### config.mk
export PLATFORM = sky130hd
export DESIGN_NAME = pipelined_addsub
export DESIGN_NICKNAME = d
export VERILOG_FILES = /design/src/rtl/alu_pkg.sv /design/src/rtl/addsub_slice.sv /design/src/rtl/pipelined_addsub.sv
export SDC_FILE = /design/constraint.sdc
export NUM_CORES = 1
export LEC_CHECK = 0
export ABC_AREA = 1
export CAP_MARGIN = 20
export CORE_MARGIN = 3
export CORE_UTILIZATION = 60
export CTS_BUF_LIST = sky130_fd_sc_hd__clkbuf_16
export DETAILED_ROUTE_END_ITERATION = 6
export GPL_ROUTABILITY_DRIVEN = 0
export GPL_TIMING_DRIVEN = 0
export HOLD_SLACK_MARGIN = 0.08
export MAX_ROUTING_LAYER = met4
export PLACE_DENSITY = 0.88
export SKIP_LAST_GASP = 1
export SYNTH_ARGS = -nofsm -noshare
export SYNTH_HDL_FRONTEND = slang
export SYNTH_SLANG_ARGS = --single-unit
### constraint.sdc
create_clock -name clk -period 16.4 [get_ports clk]
set_clock_uncertainty 0.15 [all_clocks]
set_input_delay 3.28 -clock clk [delete_from_list [all_inputs] [get_ports clk]]
set_output_delay 3.28 -clock clk [all_outputs]
set_load 0.02 [all_outputs]
### src/rtl/alu_pkg.sv
// Shared ALU definitions: add/subtract opcode encodings and the carry-in rule used at operand accept.
package alu_pkg;

    typedef enum logic [1:0] {
        OP_ADD = 2'b00,
        OP_ADC = 2'b01,
        OP_SUB = 2'b10,
        OP_SBB = 2'b11
    } op_t;

    // Subtraction is a + ~b + 1, so SBB's borrow-in enters as an inverted carry.
    function automatic logic initialCarry(input op_t op, input logic cin);
        logic carry;
        case (op)
            OP_ADD:  carry = 1'b0;
            OP_ADC:  carry = cin;
            OP_SUB:  carry = 1'b1;
            default: carry = ~cin;
        endcase
        return carry;
    endfunction

endpackage

### src/rtl/addsub_slice.sv
// Stateless N-bit chunk adder; also reports the carry into its MSB so the top chunk can derive signed overflow.
module addsub_slice #(
    parameter int N = 8
) (
    input  logic [N-1:0] i_a,
    input  logic [N-1:0] i_b,
    input  logic         i_cin,
    output logic [N-1:0] o_sum,
    output logic         o_cout,
    output logic         o_msbCarry
);
    logic [N:0] w_full;

    assign w_full     = {1'b0, i_a} + {1'b0, i_b} + {{N{1'b0}}, i_cin};
    assign o_sum      = w_full[N-1:0];
    assign o_cout     = w_full[N];
    assign o_msbCarry = i_a[N-1] ^ i_b[N-1] ^ w_full[N-1];
endmodule

### src/rtl/pipelined_addsub.sv
// Pipelined WIDTH-bit add/subtract: one CHUNK-bit slice per stage with the carry registered between stages.
module pipelined_addsub
    import alu_pkg::*;
#(
    parameter int WIDTH  = 32,
    parameter int STAGES = 4
) (
    input  logic             clk,
    input  logic             rst,
    input  logic             in_valid,
    output logic             in_ready,
    input  logic [WIDTH-1:0] a,
    input  logic [WIDTH-1:0] b,
    input  logic             cin,
    input  logic [1:0]       op,
    output logic             out_valid,
    input  logic             out_ready,
    output logic [WIDTH-1:0] sum,
    output logic             cout,
    output logic             ovf,
    output logic             zero,
    output logic             neg
);
    localparam int CHUNK = WIDTH / STAGES;

    logic             w_en;
    logic [WIDTH-1:0] w_inA     [STAGES];
    logic [WIDTH-1:0] w_inB     [STAGES];
    logic [WIDTH-1:0] w_inSum   [STAGES];
    logic             w_inCarry [STAGES];
    logic             w_inZero  [STAGES];
    logic             w_inValid [STAGES];
    logic             w_msbCarry[STAGES];

    // A held result blocks every slot, so the whole pipe advances or freezes together.
    assign w_en     = !(out_valid && !out_ready);
    assign in_ready = w_en;

    assign w_inA[0]     = a;
    assign w_inB[0]     = op[1] ? ~b : b;
    assign w_inSum[0]   = '0;
    assign w_inCarry[0] = initialCarry(op_t'(op), cin);
    assign w_inZero[0]  = 1'b1;
    assign w_inValid[0] = in_valid;

    for (genvar k = 0; k < STAGES; k++) begin : g_stage
        logic [CHUNK-1:0] w_chunkSum;
        logic             w_chunkCout;
        logic             r_valid;
        logic             r_carry;
        logic             r_zero;
        logic [WIDTH-1:0] r_sum;

        addsub_slice #(.N(CHUNK)) u_slice (
            .i_a       (w_inA[k][k*CHUNK +: CHUNK]),
            .i_b       (w_inB[k][k*CHUNK +: CHUNK]),
            .i_cin     (w_inCarry[k]),
            .o_sum     (w_chunkSum),
            .o_cout    (w_chunkCout),
            .o_msbCarry(w_msbCarry[k])
        );

        // Result bits above this chunk are still zero, so OR-ing the new chunk in builds the sum.
        always_ff @(posedge clk or posedge rst) begin
            if (rst) begin
                r_valid <= 1'b0;
                r_carry <= 1'b0;
                r_zero  <= 1'b0;
                r_sum   <= '0;
            end else if (w_en) begin
                r_valid <= w_inValid[k];
                r_carry <= w_chunkCout;
                r_zero  <= w_inZero[k] && (w_chunkSum == '0);
                r_sum   <= w_inSum[k] | (WIDTH'(w_chunkSum) << (k*CHUNK));
            end
        end

        if (k < STAGES-1) begin : g_pass
            logic [WIDTH-1:0] r_a;
            logic [WIDTH-1:0] r_b;

            always_ff @(posedge clk or posedge rst) begin
                if (rst) begin
                    r_a <= '0;
                    r_b <= '0;
                end else if (w_en) begin
                    r_a <= w_inA[k];
                    r_b <= w_inB[k];
                end
            end

            assign w_inA[k+1]     = r_a;
            assign w_inB[k+1]     = r_b;
            assign w_inSum[k+1]   = r_sum;
            assign w_inCarry[k+1] = r_carry;
            assign w_inZero[k+1]  = r_zero;
            assign w_inValid[k+1] = r_valid;
        end else begin : g_last
            logic r_ovf;

            always_ff @(posedge clk or posedge rst) begin
                if (rst) begin
                    r_ovf <= 1'b0;
                end else if (w_en) begin
                    r_ovf <= w_chunkCout ^ w_msbCarry[k];
                end
            end

            assign out_valid = r_valid;
            assign sum       = r_sum;
            assign cout      = r_carry;
            assign ovf       = r_ovf;
            assign zero      = r_zero;
            assign neg       = r_sum[WIDTH-1];
        end
    end
endmodule
==> impl_metrics.prom, run 1 <==
# TYPE chip_impl_metric gauge
chip_impl_metric{name="placement_rows",unit=""} 43
chip_impl_metric{name="max_cap_violations",unit=""} 0
chip_impl_metric{name="synthSimpleGateAreaFrac",unit=""} 0.2347
chip_impl_metric{name="synth_compound_area_frac",unit=""} 0.07443
chip_impl_metric{name="sequential_share_of_power",unit=""} 0.378
chip_impl_metric{name="worstSkewPairLatency",unit="ns"} 0.43
chip_impl_metric{name="min_period",unit="ns"} 8.438
chip_impl_metric{name="ys_async_sr_fraction",unit=""} 1.000
chip_impl_metric{name="crit_arrival",unit="ns"} 5.01
chip_impl_metric{name="yosys-mux-area-fraction",unit=""} 0
chip_impl_metric{name="detail_route.iter0.violations",unit=""} 661
chip_impl_metric{name="power_leakage",unit="nW"} 5.441
chip_impl_metric{name="insertedDiodeCount",unit=""} 0
chip_impl_metric{name="routed_wl",unit="microns"} 21340
chip_impl_metric{name="clk_pin_slew_worst_paths",unit="ns"} 0.06
chip_impl_metric{name="power.net_switching",unit="mW"} 0.8499
chip_impl_metric{name="fp.dieW",unit="microns"} 127.9
chip_impl_metric{name="cell_internal_pwr",unit="mW"} 1.259
chip_impl_metric{name="floorplan.initialDensity",unit=""} 0.6273
chip_impl_metric{name="post_dp_cell_area",unit="sq mm"} 0.01024
chip_impl_metric{name="area_growth",unit="%"} 21.46
chip_impl_metric{name="drtAntennaViolNets",unit=""} 0
chip_impl_metric{name="critical_path.max_fanout",unit=""} 10
chip_impl_metric{name="grt_first_pass_wirelength",unit="microns"} 34720
chip_impl_metric{name="yosys_warnings",unit=""} 0
chip_impl_metric{name="dp.cells",unit=""} 1332
chip_impl_metric{name="remaining_drcs",unit=""} 0
chip_impl_metric{name="yosys.area_share.adder",unit=""} 0.05730
chip_impl_info{name="synth_top_flop_cell",value="dfrtp_1"} 1
chip_impl_metric{name="worstPathRequired",unit="ns"} 12.97
chip_impl_metric{name="max-slew-margin-rel",unit=""} 0.5162
chip_impl_metric{name="net_total_in_the_final_layout",unit=""} 1278
chip_impl_metric{name="setup_viol_count_final",unit=""} 0
chip_impl_info{name="critPathKind",value="in2out"} 1
chip_impl_metric{name="netSwitchingFraction",unit=""} 0.4030
chip_impl_metric{name="synth.avg_cell_area",unit="sq um"} 8.534
chip_impl_metric{name="overall_track_demand_over_capacity_in_global_routing",unit=""} 0.2800
chip_impl_metric{name="die_height",unit="microns"} 127.9
chip_impl_info{name="tritoncts",value="done"} 1
chip_impl_metric{name="worst-slew-pin-transition",unit="ns"} 0.7256
chip_impl_metric{name="max_slew_violation_total_from_the_final_report",unit=""} 0
chip_impl_metric{name="global_route.overflow_total",unit=""} 0
chip_impl_info{name="worst_setup_sp_type",value="input pin"} 1
chip_impl_metric{name="hpwl",unit="microns"} 15320
chip_impl_metric{name="detail_route.first_pass.iterations",unit=""} 5
chip_impl_metric{name="power-per-cell-area",unit="mW/mm^2"} 194.9
chip_impl_metric{name="grt_antenna_before_repair",unit=""} 0
chip_impl_metric{name="detail_route.vias_per_cell",unit=""} 5.406
chip_impl_metric{name="synth_cells",unit=""} 1044
chip_impl_metric{name="fraction_of_final_layout_cells_sized_beyond_drive_strength_1",unit=""} 0.06503
chip_impl_metric{name="post_cts_resize_count",unit=""} 0
chip_impl_metric{name="post_synthesis_net_count",unit=""} 1151
chip_impl_metric{name="clock_tree.buffer_depth",unit=""} 2
chip_impl_metric{name="period_share",unit=""} 0.5145
chip_impl_metric{name="power.ir.vdd_worst",unit="V"} 0.0001077
chip_impl_metric{name="combinationalPowerShare",unit=""} 0.428
chip_impl_metric{name="fmaxAchievable",unit="MHz"} 118.5
chip_impl_metric{name="clockPowerShare",unit=""} 0.194
chip_impl_info{name="worstSetupEndpointType",value="primary output"} 1
chip_impl_metric{name="fp.coreArea",unit="sq mm"} 0.01420
chip_impl_metric{name="number_of_enable_flip_flop_cells_after_synthesis",unit=""} 0
chip_impl_metric{name="finalInstanceArea",unit="sq mm"} 0.01082
chip_impl_metric{name="grt_pass1_vias",unit=""} 7079
chip_impl_info{name="synth_top_family_by_area",value="simple AND/OR/NAND/NOR gates"} 1
chip_impl_metric{name="final.setup.tns",unit="ns"} 0
chip_impl_metric{name="cts_num_sinks",unit=""} 189
chip_impl_metric{name="cts_setup_buffers",unit=""} 0
chip_impl_metric{name="cts_hold_repair.buffers",unit=""} 0
chip_impl_metric{name="synth_xor_xnor_area_share",unit=""} 0.03637
chip_impl_metric{name="grt_start_max_net_pins",unit=""} 126
chip_impl_metric{name="final_util",unit=""} 0.7619
chip_impl_metric{name="layoutNonFillerInstCount",unit=""} 1364
chip_impl_info{name="clock_tree.root_cell",value="clkbuf_16"} 1
chip_impl_metric{name="wl_per_cell",unit="microns"} 15.64
chip_impl_metric{name="ys_seq_area_frac",unit=""} 0.5308
chip_impl_metric{name="ioPinCount",unit=""} 109
chip_impl_metric{name="fp.dieArea",unit="sq mm"} 0.01635
chip_impl_metric{name="routed-via-count",unit=""} 7374
chip_impl_metric{name="ys_ff_latch",unit=""} 189
chip_impl_metric{name="count_of_unique_library_cells_instantiated_by_yosys",unit=""} 27
chip_impl_metric{name="post_synthesis_cell_area",unit="sq mm"} 0.008910
chip_impl_metric{name="placement.io_buffers",unit=""} 107
chip_impl_info{name="grt_setup_unrepaired",value="no"} 1
chip_impl_info{name="run_status",value="complete, no violations"} 1
chip_impl_info{name="min-delay-path-class",value="reg2reg"} 1
chip_impl_metric{name="number_of_buffers_created_by_cts",unit=""} 17
chip_impl_metric{name="final-hold-violation-count",unit=""} 0
chip_impl_metric{name="cts.htree.levels",unit=""} 4
==> cell usage after synthesis (12+ instances only) <==
cell | n | area (sq um)
xnor2_1 | 26 | 227.7
nor2_1 | 29 | 108.9
nand2_1 | 430 | 1614
buf_4 | 18 | 135.1
ha_1 | 28 | 350.3
inv_1 | 80 | 300.3
clkbuf_1 | 15 | 56.30
dfrtp_1 | 189 | 4730
o21ai_0 | 86 | 430.4
nand4_1 | 12 | 75.07
nand3_1 | 33 | 165.2
o21ai_1 | 25 | 125.1
==> power by group through the flow <==
stage	logic (mW)	registers (mW)	clock network, mW
CTS	0.897	0.793	0.411
floorplan	0.563	0.811	0
global route	1.01	0.815	0.431
finish	0.902	0.797	0.409
detailed placement	0.883	0.796	0
global placement	0.847	0.787	0
==> cells by family (layout without fill, tap and decap cells) <==
logic type,count (synthesis),count (layout)
simple gates,522,522
flops,189,189
fa+ha+maj,36,36
xor+xnor,37,37
buf+inv,132,272
compound gates,128,128
==> path summary, 6_finish.rpt <==
check                                          start                   endpoint  slack, ns  cells after the start
max                                        out_ready                   in_ready       7.96                      6
min                        g_stage[0].g_pass.r_a[28]  g_stage[0].g_pass.r_a[28]       0.32                      2
max reg2reg                       g_stage[0].r_carry          g_stage[1].r_zero      14.11                     10
min reg2reg                g_stage[0].g_pass.r_a[28]  g_stage[0].g_pass.r_a[28]       0.32                      2
max in group asynchronous                        rst  g_stage[0].g_pass.r_b[17]      12.02                      3
min in group asynchronous                        rst                     sum[2]       3.13                      2
==> sequential cells by signal (all words and copies together) (netlist names) <==
| signal | flops |
|---|---|
| out_valid | 1 |
| g_stage.r_valid | 3 |
| g_stage.g_pass.r_a | 48 |
| g_stage.g_pass.r_b | 48 |
| ovf | 1 |
| g_stage.r_carry | 3 |
| g_stage.r_zero | 3 |
| cout | 1 |
| sum | 32 |
| zero | 1 |
| g_stage.r_sum | 48 |
==> final cells by class <==
| type | instances | area, sq um |
|---|---|---|
| buffer | 46 | 269.0 |
| clock buffer | 17 | 425.4 |
| clock inverter | 15 | 155.1 |
| fill | 1001 | 3382 |
| inverter | 86 | 330.3 |
| multi-input combinational | 723 | 3588 |
| sequential | 189 | 4730 |
| tap | 180 | 225.2 |
| timing repair buffer | 108 | 1099 |
==> metal layers <==
metal,GRT usage,part of all wire,vias to the layer above,wire [microns]
met3,0.05208,0.066,49,1399
met2,0.4381,0.48,302,10250
met4,0.1117,0.029,0,614
met1,0.3657,0.43,3491,9074
li1,-,-,3532,-
met5,-,0,-,0
==> per-stage QoR <==
step | power [mW] | hold WS [ns] | setup WS [ns]
finish | 2.109 | 0.3188 | 7.962
global route | 2.260 | 0.3335 | 7.919
CTS | 2.100 | 0.3227 | 7.965
detailed placement | 1.679 | 0.3084 | 7.984
global placement | 1.634 | 0.3022 | 5.774
floorplan | 1.375 | 0.2698 | 7.828
==> critical path, cell delays in order <==
cell and delay, ns:
clkdlybuf4s50_1 0.47, inv_2 0.04, nand2_4 0.10, buf_4 0.19, buf_2 0.27, clkdlybuf4s50_1 0.65
==> cells in the final DEF, fill, tap and decap left out, types with 3 or more instances in the layout <==
cell,n
clkbuf_1,15
nand2_2,5
xnor2_1,26
nand4_1,12
nand3b_1,9
clkdlybuf4s50_1,107
clkinv_1,3
fa_1,8
buf_4,18
o21ai_1,25
o21ai_0,86
a21oi_2,4
xor2_1,11
inv_1,82
a31oi_1,3
nand3_1,33
nand2_1,430
buf_2,11
dfrtp_1,189
inv_2,6
ha_1,28
clkbuf_16,17
a21oi_1,9
bufinv_16,3
nor2_1,29
No activity file was read; power rests on OpenSTA's default activity.
==> inputs of run 2 (changes only) <==
- CORE_UTILIZATION: 60 -> 51
- PLACE_DENSITY: 0.88 -> 0.8
- clock period: 16.4 -> 7.74 ns (I/O delays scaled with it)
==> impl_metrics.prom, run 2 (synthesis gave the netlist of run 1 again) <==
# TYPE chip_impl_metric gauge
chip_impl_info{name="run_status",value="complete, no violations"} 1
chip_impl_metric{name="r2r_setup_slack",unit="ns"} 5.48
chip_impl_metric{name="min_period",unit="ns"} 4.990
chip_impl_metric{name="post_cts_resize_count",unit=""} 0
chip_impl_metric{name="cts.htree.levels",unit=""} 4
chip_impl_metric{name="detail_route.vias_per_cell",unit=""} 5.158
chip_impl_info{name="cells_along_the_critical_path",value="clkdlybuf4s50_1 -> inv_2 -> nand2_4 -> buf_4 -> buf_2 -> clkdlybuf4s50_1"} 1
chip_impl_metric{name="fp.dieW",unit="microns"} 138.2
chip_impl_metric{name="power_leakage",unit="nW"} 5.440
chip_impl_metric{name="multi_input_comb_area",unit="sq mm"} 0.003588
chip_impl_info{name="regToRegEndpoint",value="g_stage[1].r_zero"} 1
chip_impl_metric{name="placement.io_buffers",unit=""} 107
chip_impl_metric{name="final-hold-violation-count",unit=""} 0
chip_impl_metric{name="r2r_cells",unit=""} 10
chip_impl_metric{name="dp_worst_setup_slack",unit="ns"} 2.741
chip_impl_metric{name="drtAntennaViolNets",unit=""} 0
chip_impl_metric{name="wl_per_cell",unit="microns"} 14.90
chip_impl_metric{name="grt_antenna_before_repair",unit=""} 0
chip_impl_metric{name="max_slew_violation_total_from_the_final_report",unit=""} 0
chip_impl_metric{name="final_critical_path_setup_slack",unit="ns"} 2.750
chip_impl_metric{name="fp.coreArea",unit="sq mm"} 0.01682
chip_impl_metric{name="fillerInstances",unit=""} 1447
chip_impl_metric{name="dp.cells",unit=""} 1372
chip_impl_metric{name="routed_wl",unit="microns"} 20900
chip_impl_metric{name="die_height",unit="microns"} 138.2
chip_impl_info{name="critical_path.most_common_cell",value="clkdlybuf4s50_1"} 1
chip_impl_metric{name="power-per-cell-area",unit="mW/mm^2"} 408.8
chip_impl_metric{name="cts_setup_buffers",unit=""} 0
chip_impl_metric{name="remaining_drcs",unit=""} 0
chip_impl_metric{name="clock_tree.buffer_depth",unit=""} 2
chip_impl_info{name="critical_path.endpoint",value="in_ready"} 1
chip_impl_metric{name="max-slew-margin-rel",unit=""} 0.5613
chip_impl_metric{name="grt_start_max_net_pins",unit=""} 124
chip_impl_metric{name="clk_pin_slew_worst_paths",unit="ns"} 0.06
chip_impl_metric{name="grt_first_pass_wirelength",unit="microns"} 34570
chip_impl_metric{name="hpwl",unit="microns"} 15330
chip_impl_metric{name="fraction_of_final_layout_cells_sized_beyond_drive_strength_1",unit=""} 0.06593
chip_impl_metric{name="period_share",unit=""} 0.6447
chip_impl_metric{name="layoutNonFillerInstCount",unit=""} 1403
chip_impl_info{name="grt_setup_unrepaired",value="no"} 1
chip_impl_metric{name="ioPinCount",unit=""} 109
chip_impl_info{name="worstSetupEndpointType",value="primary output"} 1
chip_impl_metric{name="cts_hold_repair.buffers",unit=""} 0
chip_impl_metric{name="placement_rows",unit=""} 47
chip_impl_metric{name="final.setup.tns",unit="ns"} 0
chip_impl_info{name="tritoncts",value="done"} 1
chip_impl_metric{name="worstPathBufferInverterCount",unit=""} 5
chip_impl_metric{name="grt_pass1_vias",unit=""} 6849
chip_impl_metric{name="post_dp_cell_area",unit="sq mm"} 0.01029
chip_impl_metric{name="detail_route.first_pass.iterations",unit=""} 5
chip_impl_info{name="crit_path_top_delay_cell",value="clkdlybuf4s50_1"} 1
chip_impl_metric{name="power.ir.vdd_worst",unit="V"} 0.0002149
chip_impl_info{name="cpLargestDelayFamily",value="buffers and inverters"} 1
chip_impl_metric{name="overall_track_demand_over_capacity_in_global_routing",unit=""} 0.2309
chip_impl_metric{name="global_route.overflow_total",unit=""} 0
chip_impl_metric{name="net_total_in_the_final_layout",unit=""} 1278
chip_impl_info{name="largest_registers_ranked_by_flip_flop_count",value="g_stage.g_pass.r_a x48, g_stage.g_pass.r_b x48, g_stage.r_sum x48"} 1
chip_impl_metric{name="worstPathRequired",unit="ns"} 6.04
chip_impl_metric{name="fmaxAchievable",unit="MHz"} 200.4
chip_impl_metric{name="critical_path.max_fanout",unit=""} 10
chip_impl_info{name="mostFrequentLayoutCell",value="nand2_1"} 1
chip_impl_metric{name="seqCellArea",unit="sq mm"} 0.004730
chip_impl_metric{name="critical_path_depth",unit=""} 6
chip_impl_metric{name="timing.critical_path.slowest_cell_delay",unit="ns"} 0.67
chip_impl_info{name="min-delay-path-class",value="reg2reg"} 1
chip_impl_metric{name="worstSkewPairLatency",unit="ns"} 0.43
chip_impl_info{name="layout_common_cells",value="430 x nand2_1, 189 x dfrtp_1, 107 x clkdlybuf4s50_1, 86 x o21ai_0, 81 x inv_1"} 1
chip_impl_metric{name="fp.dieArea",unit="sq mm"} 0.01909
chip_impl_metric{name="detail_route.iter0.violations",unit=""} 481
chip_impl_metric{name="area_growth",unit="%"} 22.29
chip_impl_metric{name="floorplan.initialDensity",unit=""} 0.5298
chip_impl_metric{name="insertedDiodeCount",unit=""} 0
chip_impl_metric{name="routed-via-count",unit=""} 7236
chip_impl_info{name="worst_setup_sp_type",value="input pin"} 1
chip_impl_metric{name="final_util",unit=""} 0.6478
chip_impl_metric{name="worst-slew-pin-transition",unit="ns"} 0.6580
chip_impl_info{name="origin_of_the_worst_setup_path",value="out_ready"} 1
chip_impl_metric{name="number_of_buffers_created_by_cts",unit=""} 17
chip_impl_metric{name="crit_arrival",unit="ns"} 3.29
chip_impl_info{name="clock_tree.root_cell",value="clkbuf_16"} 1
chip_impl_metric{name="max_cap_violations",unit=""} 0
chip_impl_metric{name="finalInstanceArea",unit="sq mm"} 0.01090
chip_impl_info{name="critPathKind",value="in2out"} 1
chip_impl_metric{name="cts_num_sinks",unit=""} 189
chip_impl_info{name="crit-reg2reg-launch",value="g_stage[0].g_pass.r_a[8]"} 1
chip_impl_metric{name="setup_viol_count_final",unit=""} 0
==> run 2: per-layer routing <==
layer  track usage  vias to the layer above  part of all wire
li1              -                     3543                 -
met1        0.3054                     3438              0.44
met2        0.3643                      222              0.48
met3       0.04558                       33             0.060
met4       0.07176                        0             0.021
met5             -                        -                 0
==> run 2: power breakdown <==
part           internal (mW)  switching [mW]  leakage, nW
logic                  0.745            1.14         2.86
registers               1.42           0.250         2.29
clock network          0.533           0.365        0.288
==> run 2: layout make-up <==
cell class,instances,area share
clock buffer,17,0.03904
sequential,189,0.4341
inverter,86,0.03032
tap,220,0.02526
buffer,46,0.02469
clock inverter,14,0.01642
timing repair buffer,108,0.1008
multi-input combinational,723,0.3294
==> run 2: worst register-to-register path: stages, from the launching register on <==
cell and delay, ns:
dfrtp_1 0.44, fa_1 0.48, fa_1 0.43, nand3_1 0.11
nand3_1 0.11, nand2_1 0.10, nand2_1 0.05, nand2_1 0.07
nand2_1 0.08, nand3_1 0.09, nand2_1 0.05
==> run 2: worst min-delay path by stage <==
stage,startpoint,end,depth (start not counted)
after global routing,g_stage[1].r_sum[1],g_stage[1].r_sum[1],2
after global placement,g_stage[2].r_valid,out_valid,2
after CTS,g_stage[2].r_valid,out_valid,2
after detailed placement,g_stage[2].r_valid,out_valid,2
after floorplan,g_stage[2].r_valid,out_valid,2
final,g_stage[2].r_valid,out_valid,2
==> run 2: per-stage QoR <==
| step | hold slack [ns] | power, mW |
|---|---|---|
| finish | 0.3173 | 4.454 |
| global route | 0.3323 | 4.790 |
| CTS | 0.3220 | 4.466 |
| detailed placement | 0.3071 | 3.549 |
| global placement | 0.2852 | 3.471 |
| floorplan | 0.2698 | 2.913 |
==> inputs of run 3 (changes only) <==
- CORE_UTILIZATION: 51 -> 56
- PLACE_DENSITY: 0.8 -> 0.83
- clock period: 7.74 -> 4.9 ns (I/O delays scaled with it)
==> impl_metrics.prom, run 3 (synthesis gave the netlist of run 1 again) <==
# TYPE chip_impl_metric gauge
chip_impl_metric{name="cts_setup_buffers",unit=""} 0
chip_impl_metric{name="net_total_in_the_final_layout",unit=""} 1281
chip_impl_info{name="tritoncts",value="done"} 1
chip_impl_metric{name="fraction_of_final_layout_cells_sized_beyond_drive_strength_1",unit=""} 0.06914
chip_impl_metric{name="worstSkewPairLatency",unit="ns"} 0.44
chip_impl_metric{name="min_period",unit="ns"} 3.876
chip_impl_info{name="clock_tree.root_cell",value="clkbuf_16"} 1
chip_impl_metric{name="critical_path.max_fanout",unit=""} 10
chip_impl_metric{name="post_cts_resize_count",unit=""} 0
chip_impl_metric{name="dp_worst_setup_slack",unit="ns"} 1.035
chip_impl_metric{name="clk_pin_slew_worst_paths",unit="ns"} 0.07
chip_impl_info{name="layout_common_cells",value="430 x nand2_1, 189 x dfrtp_1, 107 x clkdlybuf4s50_1, 86 x o21ai_0, 81 x inv_1"} 1
chip_impl_metric{name="hpwl",unit="microns"} 15690
chip_impl_info{name="worstSetupEndpointType",value="primary output"} 1
chip_impl_metric{name="worstPathBufferInverterCount",unit=""} 5
chip_impl_metric{name="placement_rows",unit=""} 45
chip_impl_metric{name="max_slew_violation_total_from_the_final_report",unit=""} 0
chip_impl_info{name="crit-reg2reg-launch",value="g_stage[0].r_carry"} 1
chip_impl_metric{name="die_height",unit="microns"} 132.1
chip_impl_metric{name="max-slew-margin-rel",unit=""} 0.5681
chip_impl_metric{name="power.ir.vdd_worst",unit="V"} 0.0003924
chip_impl_metric{name="power-per-cell-area",unit="mW/mm^2"} 648.6
chip_impl_metric{name="hold_ws",unit="ns"} 0.3138
chip_impl_metric{name="wl_per_cell",unit="microns"} 15.62
chip_impl_metric{name="cts_hold_repair.buffers",unit=""} 0
chip_impl_metric{name="cts_num_sinks",unit=""} 189
chip_impl_metric{name="number_of_buffers_created_by_cts",unit=""} 17
chip_impl_metric{name="insertedDiodeCount",unit=""} 0
chip_impl_metric{name="grt_start_max_net_pins",unit=""} 44
chip_impl_metric{name="layoutNonFillerInstCount",unit=""} 1397
chip_impl_info{name="hp-start",value="g_stage[2].r_valid"} 1
chip_impl_metric{name="routed_wl",unit="microns"} 21830
chip_impl_metric{name="period_share",unit=""} 0.7910
chip_impl_metric{name="floorplan.initialDensity",unit=""} 0.5796
chip_impl_info{name="cpLargestDelayFamily",value="buffers and inverters"} 1
chip_impl_info{name="min-delay-path-class",value="reg2reg"} 1
chip_impl_info{name="cells_along_the_critical_path",value="clkdlybuf4s50_1 -> inv_2 -> nand2_4 -> buf_4 -> buf_2 -> clkdlybuf4s50_1"} 1
chip_impl_metric{name="totalPowerFinal",unit="mW"} 7.076
chip_impl_metric{name="drtAntennaViolNets",unit=""} 0
chip_impl_metric{name="holdPathStages",unit=""} 2
chip_impl_metric{name="r2r_cells",unit=""} 10
chip_impl_metric{name="groute.layer.met3.usage",unit=""} 0.05038
chip_impl_info{name="critPathKind",value="in2out"} 1
chip_impl_metric{name="worstPathRequired",unit="ns"} 3.77
chip_impl_metric{name="area_growth",unit="%"} 22.44
chip_impl_metric{name="max_cap_violations",unit=""} 0
chip_impl_metric{name="power.net_switching",unit="mW"} 2.860
chip_impl_info{name="violations_in_the_final_reports",value="design-rule violations"} 1
chip_impl_info{name="run_status",value="complete, but fails checks"} 1
chip_impl_metric{name="combinationalPowerShare",unit=""} 0.430
chip_impl_metric{name="overall_track_demand_over_capacity_in_global_routing",unit=""} 0.2702
chip_impl_info{name="crit_path_top_delay_cell",value="clkdlybuf4s50_1"} 1
chip_impl_metric{name="final_critical_path_setup_slack",unit="ns"} 1.024
chip_impl_metric{name="grt_util_met2",unit=""} 0.4367
chip_impl_metric{name="fp.coreArea",unit="sq mm"} 0.01537
chip_impl_metric{name="power_leakage",unit="nW"} 5.463
chip_impl_info{name="worst_setup_sp_type",value="input pin"} 1
chip_impl_info{name="sink_of_the_worst_hold_path",value="out_valid"} 1
chip_impl_metric{name="final_util",unit=""} 0.7097
chip_impl_metric{name="ioPinCount",unit=""} 109
chip_impl_metric{name="crit_arrival",unit="ns"} 2.75
chip_impl_metric{name="sequential_share_of_power",unit=""} 0.373
chip_impl_metric{name="finalInstanceArea",unit="sq mm"} 0.01091
chip_impl_metric{name="timing.critical_path.slowest_cell_delay",unit="ns"} 0.67
chip_impl_metric{name="final-hold-violation-count",unit=""} 0
chip_impl_metric{name="placement.io_buffers",unit=""} 107
chip_impl_metric{name="final.setup.tns",unit="ns"} 0
chip_impl_metric{name="setup_viol_count_final",unit=""} 0
chip_impl_metric{name="cts.htree.levels",unit=""} 4
chip_impl_metric{name="fmaxAchievable",unit="MHz"} 258.0
chip_impl_metric{name="routed-via-count",unit=""} 7398
chip_impl_metric{name="r2r_setup_slack",unit="ns"} 2.57
chip_impl_metric{name="grt_antenna_before_repair",unit=""} 0
chip_impl_metric{name="netSwitchingFraction",unit=""} 0.4041
chip_impl_metric{name="detail_route.iter0.violations",unit=""} 498
chip_impl_metric{name="fp.dieArea",unit="sq mm"} 0.01746
chip_impl_info{name="origin_of_the_worst_setup_path",value="out_ready"} 1
chip_impl_info{name="regToRegEndpoint",value="g_stage[1].r_zero"} 1
chip_impl_metric{name="remaining_drcs",unit=""} 1
chip_impl_metric{name="clock_tree.buffer_depth",unit=""} 2
chip_impl_metric{name="grt_first_pass_wirelength",unit="microns"} 36410
chip_impl_info{name="grt_setup_unrepaired",value="no"} 1
chip_impl_metric{name="post_dp_cell_area",unit="sq mm"} 0.01033
chip_impl_info{name="critical_path.most_common_cell",value="clkdlybuf4s50_1"} 1
chip_impl_metric{name="use_met1",unit=""} 0.3468
chip_impl_info{name="largest_registers_ranked_by_flip_flop_count",value="g_stage.g_pass.r_a x48, g_stage.g_pass.r_b x48, g_stage.r_sum x48"} 1
chip_impl_info{name="mostFrequentLayoutCell",value="nand2_1"} 1
chip_impl_metric{name="clockPowerShare",unit=""} 0.197
chip_impl_metric{name="dp.cells",unit=""} 1366
chip_impl_metric{name="grt_pass1_vias",unit=""} 7394
chip_impl_metric{name="global_route.overflow_total",unit=""} 0
chip_impl_metric{name="worst-slew-pin-transition",unit="ns"} 0.6478
chip_impl_metric{name="fp.dieW",unit="microns"} 132.1
chip_impl_metric{name="detail_route.vias_per_cell",unit=""} 5.296
chip_impl_metric{name="cell_internal_pwr",unit="mW"} 4.216
chip_impl_metric{name="detail_route.first_pass.iterations",unit=""} 7
chip_impl_info{name="grt_busiest_layer",value="met2"} 1
==> run 3: cell count changes in the layout (fill, tap and decap cells not counted) <==
cell        before  now
clkinvlp_4       4    2
bufinv_16        4    3
clkinv_1         2    1
clkinv_2         1    4
inv_8            1    0
clkinv_4         1    3
buf_12           0    4
buf_16           1    0
==> run 3: area by class of cell <==
| type | instances | area, sq um |
|---|---|---|
| multi-input cells | 723 | 3588 |
| inverters | 86 | 326.6 |
| plain buffers | 46 | 269.0 |
| fillers | 1131 | 4462 |
| repair buffers | 111 | 1151 |
| flip-flops and latches | 189 | 4730 |
| clock inverters | 14 | 155.1 |
| clock buffers | 17 | 425.4 |
| well taps | 211 | 264.0 |
==> run 3: worst min-delay path: cells and delay by family (launching register included) <==
family        cells  cell delay [ns]
buf+inv           1             0.05
simple gates      1             0.05
flops             1             0.33
==> run 3: how the worst max path moves through the flow <==
stage	end	slack, ns	cells past startpoint
after detailed placement	in_ready	1.04	6
after floorplan	cout	1.34	1
final	in_ready	1.02	6
after CTS	in_ready	1.04	6
after global routing	in_ready	0.96	6
after global placement	g_stage[0].g_pass.r_b[20]	-0.05	2
==> run 3: metal layers <==
| layer | wire length (microns) | up-vias |
|---|---|---|
| met1 | 9246 | 3514 |
| met3 | 1359 | 53 |
| met4 | 505 | 0 |
| met5 | 0 | - |
| li1 | - | 3548 |
| met2 | 10720 | 283 |
==> run 3: power groups by stage <==
| stage | registers [mW] | clock network (mW) | logic (mW) |
|---|---|---|---|
| global route | 2.71 | 1.46 | 3.43 |
| global placement | 2.63 | 0 | 2.87 |
| detailed placement | 2.65 | 0 | 2.98 |
| finish | 2.64 | 1.39 | 3.05 |
| floorplan | 2.72 | 0 | 1.89 |
| CTS | 2.63 | 1.38 | 3.03 |
